===== src/rtl/clk_meter_if.sv =====
// Result handshake bundle between clk_meter and its consumer: one
// period/high-time measurement per valid/ready transfer.
interface clk_meter_if #(
    parameter int WIDTH = 8
);
    logic             meas_valid;
    logic             meas_ready;
    logic [WIDTH-1:0] meas_period;
    logic [WIDTH-1:0] meas_high;

    modport master (output meas_valid, output meas_period, output meas_high, input meas_ready);
    modport slave  (input meas_valid, input meas_period, input meas_high, output meas_ready);
endinterface


===== src/rtl/clk_meter.sv =====
// Measures period and high time of clk_in in fast_clk cycles and flags a stuck clock.
// Define CLK_METER_SYNC_EN to pass clk_in through a 2-flop synchronizer first.
module clk_meter #(
    parameter int WIDTH   = 8,
    parameter int TIMEOUT = 255
) (
    input  logic          fast_clk,
    input  logic          rst,
    input  logic          enable,
    input  logic          clk_in,
    clk_meter_if.master   meas,
    output logic          meas_lost,
    output logic          stuck,
    output logic          stuck_level
);
    localparam logic [WIDTH-1:0] TMO    = WIDTH'(TIMEOUT);
    localparam logic [WIDTH-1:0] TMO_M1 = WIDTH'(TIMEOUT - 1);

    typedef enum logic [1:0] {IDLE, ARM, MEASURE} state_t;

    logic             clk_s;
    logic             prev_p1;
    logic             rise;
    logic             capture;
    logic             xfer;
    state_t           state;
    logic [WIDTH-1:0] per_cnt;
    logic [WIDTH-1:0] hi_cnt;

`ifdef CLK_METER_SYNC_EN
    logic sync_p0;
    logic sync_p1;

    // Synchronizer flops reset high so a clock held high through reset is not seen as an edge
    always_ff @(posedge fast_clk) begin
        if (rst) begin
            sync_p0 <= 1'b1;
            sync_p1 <= 1'b1;
        end else begin
            sync_p0 <= clk_in;
            sync_p1 <= sync_p0;
        end
    end

    assign clk_s = sync_p1;
`else
    assign clk_s = clk_in;
`endif

    always_ff @(posedge fast_clk) begin
        if (rst) prev_p1 <= 1'b1;
        else     prev_p1 <= clk_s;
    end

    assign rise    = clk_s & ~prev_p1;
    assign capture = enable && (state == MEASURE) && rise;
    assign xfer    = meas.meas_valid && meas.meas_ready;

    always_ff @(posedge fast_clk) begin
        if (rst) begin
            state       <= IDLE;
            per_cnt     <= '0;
            hi_cnt      <= '0;
            stuck       <= 1'b0;
            stuck_level <= 1'b0;
        end else if (!enable) begin
            state   <= IDLE;
            per_cnt <= '0;
            hi_cnt  <= '0;
            stuck   <= 1'b0;
        end else begin
            case (state)
                IDLE: state <= ARM;
                // In ARM per_cnt counts cycles waited for the first edge, starting from 0
                ARM: begin
                    if (rise) begin
                        stuck   <= 1'b0;
                        per_cnt <= WIDTH'(1);
                        hi_cnt  <= WIDTH'(1);
                        state   <= MEASURE;
                    end else if (per_cnt == TMO_M1) begin
                        stuck       <= 1'b1;
                        stuck_level <= clk_s;
                        per_cnt     <= '0;
                    end else begin
                        per_cnt <= per_cnt + WIDTH'(1);
                    end
                end
                MEASURE: begin
                    if (rise) begin
                        per_cnt <= WIDTH'(1);
                        hi_cnt  <= WIDTH'(1);
                    end else if (per_cnt == TMO) begin
                        stuck       <= 1'b1;
                        stuck_level <= clk_s;
                        per_cnt     <= '0;
                        hi_cnt      <= '0;
                        state       <= ARM;
                    end else begin
                        per_cnt <= per_cnt + WIDTH'(1);
                        hi_cnt  <= hi_cnt + WIDTH'(clk_s);
                    end
                end
                default: state <= IDLE;
            endcase
        end
    end

    // Result holding register: a held, unaccepted result is never overwritten
    always_ff @(posedge fast_clk) begin
        if (rst) begin
            meas.meas_valid  <= 1'b0;
            meas.meas_period <= '0;
            meas.meas_high   <= '0;
            meas_lost        <= 1'b0;
        end else begin
            if (capture && (!meas.meas_valid || meas.meas_ready)) begin
                meas.meas_valid  <= 1'b1;
                meas.meas_period <= per_cnt;
                meas.meas_high   <= hi_cnt;
            end else if (xfer) begin
                meas.meas_valid <= 1'b0;
            end

            if (capture && meas.meas_valid && !meas.meas_ready) meas_lost <= 1'b1;
            else if (xfer)                                       meas_lost <= 1'b0;
        end
    end
endmodule


===== src/flat_wrapper.sv =====
// flat-port wrapper written by rule: the top's interface ports become plain ports
module clk_meter_flat 
#(
    parameter int WIDTH   = 8,
    parameter int TIMEOUT = 255
)
  (fast_clk, rst, enable, clk_in, meas_lost, stuck, stuck_level, meas_meas_valid, meas_meas_period, meas_meas_high, meas_meas_ready);
  clk_meter_if #(.WIDTH(WIDTH)) meas_i ();
  input  logic fast_clk;
  input  logic rst;
  input  logic enable;
  input  logic clk_in;
  output logic meas_lost;
  output logic stuck;
  output logic stuck_level;
  output wire logic [$bits(meas_i.meas_valid)-1:0] meas_meas_valid;
  output wire logic [$bits(meas_i.meas_period)-1:0] meas_meas_period;
  output wire logic [$bits(meas_i.meas_high)-1:0] meas_meas_high;
  input wire logic [$bits(meas_i.meas_ready)-1:0] meas_meas_ready;
  assign meas_meas_valid = meas_i.meas_valid;
  assign meas_meas_period = meas_i.meas_period;
  assign meas_meas_high = meas_i.meas_high;
  assign meas_i.meas_ready = meas_meas_ready;
  clk_meter #(.WIDTH(WIDTH), .TIMEOUT(TIMEOUT)) u_core (.fast_clk(fast_clk), .rst(rst), .enable(enable), .clk_in(clk_in), .meas(meas_i), .meas_lost(meas_lost), .stuck(stuck), .stuck_level(stuck_level));
endmodule

===== config.mk =====
export PLATFORM = sky130hd
export DESIGN_NAME = clk_meter_flat
export DESIGN_NICKNAME = d
export VERILOG_FILES = /design/src/rtl/clk_meter_if.sv /design/src/rtl/clk_meter.sv /design/src/flat_wrapper.sv
export SDC_FILE = /design/constraint.sdc
export NUM_CORES = 1
export LEC_CHECK = 0
export BUFFER_PORTS_ARGS = -buffer_cell sky130_fd_sc_hd__buf_2
export CORE_AREA = 2 2 62 64
export CTS_BUF_LIST = sky130_fd_sc_hd__clkbuf_4
export CTS_CLUSTER_SIZE = 8
export DETAILED_ROUTE_END_ITERATION = 8
export DIE_AREA = 0 0 64 66
export PLACE_DENSITY = 0.78
export SLEW_MARGIN = 20
export SYNTH_ARGS = -nofsm -noshare
export SYNTH_HDL_FRONTEND = slang
export SYNTH_SLANG_ARGS = --single-unit

===== constraint.sdc =====
create_clock -name fast_clk -period 1.5 [get_ports fast_clk]
set_input_delay 0.15 -clock fast_clk [delete_from_list [all_inputs] [get_ports fast_clk]]
set_output_delay 0.15 -clock fast_clk [all_outputs]
set_load 0.02 [all_outputs]

# == Word-level counts from Yosys, hierarchy flattened ==
# Cells that the tools add are included.
# totals
reg_bits,39
input_bits,5
out_inout_bits,20
elab_cells,69
# classes
addsub,2
n_eq_ne,10
muxes,26
n_bitwise,3
n_reduce_logical,18
# op_table
op,count
$mux 8,7
$pmux 8 s2,2
$eq 8x8->1 const B,2
$mux 1,11
$add 8x1->8,1
$add 8x1->8 const B,1
$logic_and 1x1->1,6
$mux 2,3
$ne 2x2->1 const B,3
$pmux 2 s3,1
$reduce_and 6->1,1
$reduce_bool 2->1,3
$ne 2x1->1 const B,2
$pmux 1 s2,2
$reduce_and 4->1,1
$ne 3x1->1 const B,1
$reduce_and 3->1,1
$eq 2x1->1 const B,1
$eq 2x2->1 const B,1
$logic_not 1->1,2
$logic_not 2->1,1
$not 1->1,2
$reduce_and 2->1,1
$reduce_or 2->1,1
other kinds (2),2

# == Depth between registers and ports, before layout ==
# logic_depth
depth_word,6
mapped_depth,8

# == Worst setup path before layout ==
# No wires, ideal clock.
# synth_path
path_kind,reg-to-reg
startpoint,register u_core.state[0]
endpoint,register u_core.per_cnt[1]
arrival_time_ns,1.410
required_time_ns,1.414
setup_slack_ns,0.004
stages_incl_launch_ff,7
path_buffers,0
period_less_slack_ns,1.496
path_cell_list,dfxtp_1 inv_1 ha_1 mux2_2 a41oi_1 o21ai_1 a211oi_1
# synth_via
elab_chain_cells,2
# synth_rtl
element,line,rtl
start: declaration,clk_meter.sv:26,state_t state;
start signal: assignment,clk_meter.sv:61,state <= IDLE;
start signal: assignment,clk_meter.sv:67,state <= IDLE;
start signal: assignment,clk_meter.sv:73,IDLE: state <= ARM;
$eq 2x2->1 / $eq 2x1->1 (equally long branches),clk_meter.sv:72,case (state)
$pmux 8 s2 / $reduce_bool 2->1 (equally long branches),n/a,
end signal: assignment,clk_meter.sv:86,per_cnt <= per_cnt + WIDTH'(1);
end signal: assignment,clk_meter.sv:100,per_cnt <= per_cnt + WIDTH'(1);
end: declaration,clk_meter.sv:27,logic [WIDTH-1:0] per_cnt;
# Parallel ways exist; a longest one is shown, timed or not.
# A chain may end at the register's enable or synchronous reset.

# == Worst setup path in the final report ==
# layout_path
startpoint,register u_core.state[0]
endpoint,register u_core.meas.meas_period[0]
# layout_via
elab_chain_cells,4
# layout_rtl
element,line,rtl
$eq 2x2->1,clk_meter.sv:56,assign capture = enable && (state == MEASURE) && rise;
$logic_and 1x1->1 (2 in series),clk_meter.sv:56,
$logic_and 1x1->1,clk_meter.sv:117,if (capture && (!meas.meas_valid || meas.meas_ready)) begin
end signal: assignment,clk_meter.sv:119,meas.meas_period <= per_cnt;
end: declaration,clk_meter_if.sv:11,"modport master (output meas_valid, output meas_period, output meas_high, input meas_ready);"
# Every way passes these cells.

==> results.txt <==
outcome - finished, final reports clean
area taken by multi-input logic gates - 0.00113 mm2
Pins Over Slew Limit - 0
n_diodes - 0
top post-synthesis cells by count - dfxtp_1, nor2_1, mux2i_1, nand2_1, xnor2_1
R2R setup slack - 4 ps
initial antenna violation count - 0
Syn. warnings - 0
crit path launch - u_core.state[0]
path type of the worst setup path - flop to flop
all-layer global routing usage - 22.5%
Yosys reg bits - 39
Detailed Routing Iterations Pass 1 - 4
Worst-Margin Slew - 364 ps
FF+latch area - 788 um2
later-pin clock latency in the skew report - 360 ps
Fillers - 256
EDFF count, synth - 0
Post-DRT Antenna Nets - 0
final core occ - 67.7%
layout cells sized above 1 - 35.2%
Hold WC Path Type - primary input to flop
fin crit share - 99.7%
CP max FO - 8
gr ovfl total - 0
CTS H-tree lvls - 2
starting density of the core - 51.9%
DRC violations left - 0
Top FF cell, synth - dfxtp_1
vias in the first global route - 1,525
Slew HR - 75.7%
largest net degree at the start of global routing - 18
CP endpoint - u_core.meas.meas_period[0]
FP Rows - 22
Final setup viols - 0
most frequent cell after synthesis - dfxtp_1
largest area contributor in the netlist - dfxtp_1
WP data arrival - 1750 ps
min cycle time layout - 1500 ps
post-synth top area share - 42.3%
post-DP HPWL - 2840 um
final count of hold timing violations - 0
RSZ-0062 raised after global routing - yes
I/O Buffers - 24
final WL - 4330 um
worst path required time - 1760 ps
clock sink count - 39
clock skew - 15.1 ps
leakage power total - 0.909 nW
WL per Instance - 14.8 um
Clock Tree Root - clkbuf_4
Syn Nets - 210
Placed Area - 0.00211 mm2
asr flop ratio synth - 0%
synthesized area per cell - 9.31 um2
die area - 0.00422 mm2
r2r worst-path depth - 7
cell area after synthesis - 0.00184 mm2
first-pass GRT wire length - 7220 um
Die Width - 64 um
Pwr Density - 801 mW/mm2
Synth-to-Final Area Change - 30.4%
via count - 1,596
total CTS buffers - 5
FF-to-FF End - u_core.meas.meas_period[0]
Cells after Synth - 198
Max IR drop VDD - 0.000569 V
worst r2r src - u_core.state[0]
clock buffer depth - 2
DR vias/cell - 5.47
GPL Wtd Cong - 0.913
DRT iter0 DRCs - 89
Crit. End Element - flop
Seq/Total Area, Yosys - 42.3%
core area - 0.00355 mm2
CTS clock-pin slew for the worst setup and hold paths - 130 ps
top cells by area, synth - dfxtp_1, mux2i_1, nor2_1, ha_1, xnor2_1
maximum clock rate - 0.668 GHz
startpoint types - flop
nets - 255
CTS tree - built
max cap viols - 0
Final Instance Area - 0.00240 mm2
Synth cell types - 42
die height - 66 um
I/O Pins - 25
-- kinds of logic (layout without fill, tap and decap cells) --
kind of cell / after synthesis / count (layout) / share of synthesized area [%]
multiplexers: 18 / 18 / 9.84
XOR/XNOR: 11 / 11 / 5.22
AO/OA/AOI/OAI: 36 / 36 / 13.5
adder cells (fa/ha/maj): 7 / 7 / 4.75
flip-flops: 39 / 39 / 42.3
buffers and inverters: 15 / 61 / 4.07
AND/OR/NAND/NOR: 72 / 72 / 20.3
-- state kept, by name, summed over array words and instances (netlist names) --
register,cells
u_core.per_cnt,8
u_core.meas.meas_valid,1
u_core.meas.meas_high,8
u_core.meas.meas_period,8
u_core.hi_cnt,8
u_core.meas_lost,1
u_core.prev_p1,1
u_core.state,2
u_core.stuck,1
u_core.stuck_level,1
-- layout by cell type, fill, tap and decap left out, types with 2 or more instances in the layout --
cell type,instances
a211oi_2,4
a21oi_1,5
a21oi_2,2
a31oi_1,2
and2_1,3
and4_1,2
buf_2,24
buf_4,18
buf_8,2
clkbuf_4,5
dfxtp_1,33
dfxtp_2,6
ha_1,3
ha_4,3
inv_1,5
mux2i_1,16
nand2_1,10
nand2b_1,5
nand3_1,4
nand4_1,4
nand4b_1,2
nor2_1,28
o2111ai_1,2
o21a_1,2
o21ai_0,7
o22ai_1,2
xnor2_1,8
xor2_1,3
-- worst max-delay path, stage by stage (launching register included) --
cell and delay (ps):
dfxtp_2 350, inv_2 70, ha_4 140, nand4b_1 180
nor2b_4 220, buf_8 170, mux2i_1 200, nor2_1 60
-- metrics by stage --
step                hold slack (ps)  cells  TNS [ps]  power (W)  setup WS (ps)
floorplan                       253    198         0    0.00114           4.44
global placement                352    278      -126    0.00119          -45.0
detailed placement              355    278      -410    0.00119           -113
CTS                            33.8    293     -35.9    0.00191          -24.4
global route                   22.6    292     -1130    0.00200          -80.9
finish                         40.1    292         0    0.00193           4.06
-- timing repair --
action,4_1_cts,5_1_grt
pin swaps,3,19
gates cloned,1,0
setup buffers,5,1
hold buffers,1,0
resized for setup,15,23
endpoints found under the setup margin,25,32
endpoints found under the hold margin,1,0
-- cell type report --
| class | instances | area share, % |
|---|---|---|
| tap | 48 | 2.50 |
| multi-input combinational | 144 | 46.8 |
| clock buffer | 5 | 1.56 |
| timing repair buffer | 47 | 13.6 |
| clock inverter | 3 | 1.82 |
| sequential | 39 | 32.8 |
| inverter | 6 | 0.937 |
-- metal layers --
metal	wire, um	vias to the layer above	share of wire (%)	track usage [%]
li1	-	785	-	-
met1	1920	748	44	28.8
met2	2080	51	48	36.5
met3	243	12	5.6	6.13
met4	85	0	2.0	7.61
met5	0	-	0	0
-- worst min path at each step --
stage                     slack [ps]  cells after the start       startpoint                  endpoint
after floorplan                  250                      1  meas_meas_ready          u_core.meas_lost
after global placement           350                      2  meas_meas_ready          u_core.meas_lost
after global routing              20                      2              rst  u_core.meas.meas_high[0]
final                             40                      2              rst  u_core.meas.meas_high[0]
after CTS                         30                      2              rst  u_core.meas.meas_high[0]
after detailed placement         360                      2  meas_meas_ready          u_core.meas_lost
-- power by group --
group          total [W]  switching (W)  internal [W]
clock network   0.000728       0.000378      0.000351
registers        0.00105     0.00000598       0.00104
logic           0.000148      0.0000839     0.0000639
Note: power is estimated with default switching activity, not from simulation.
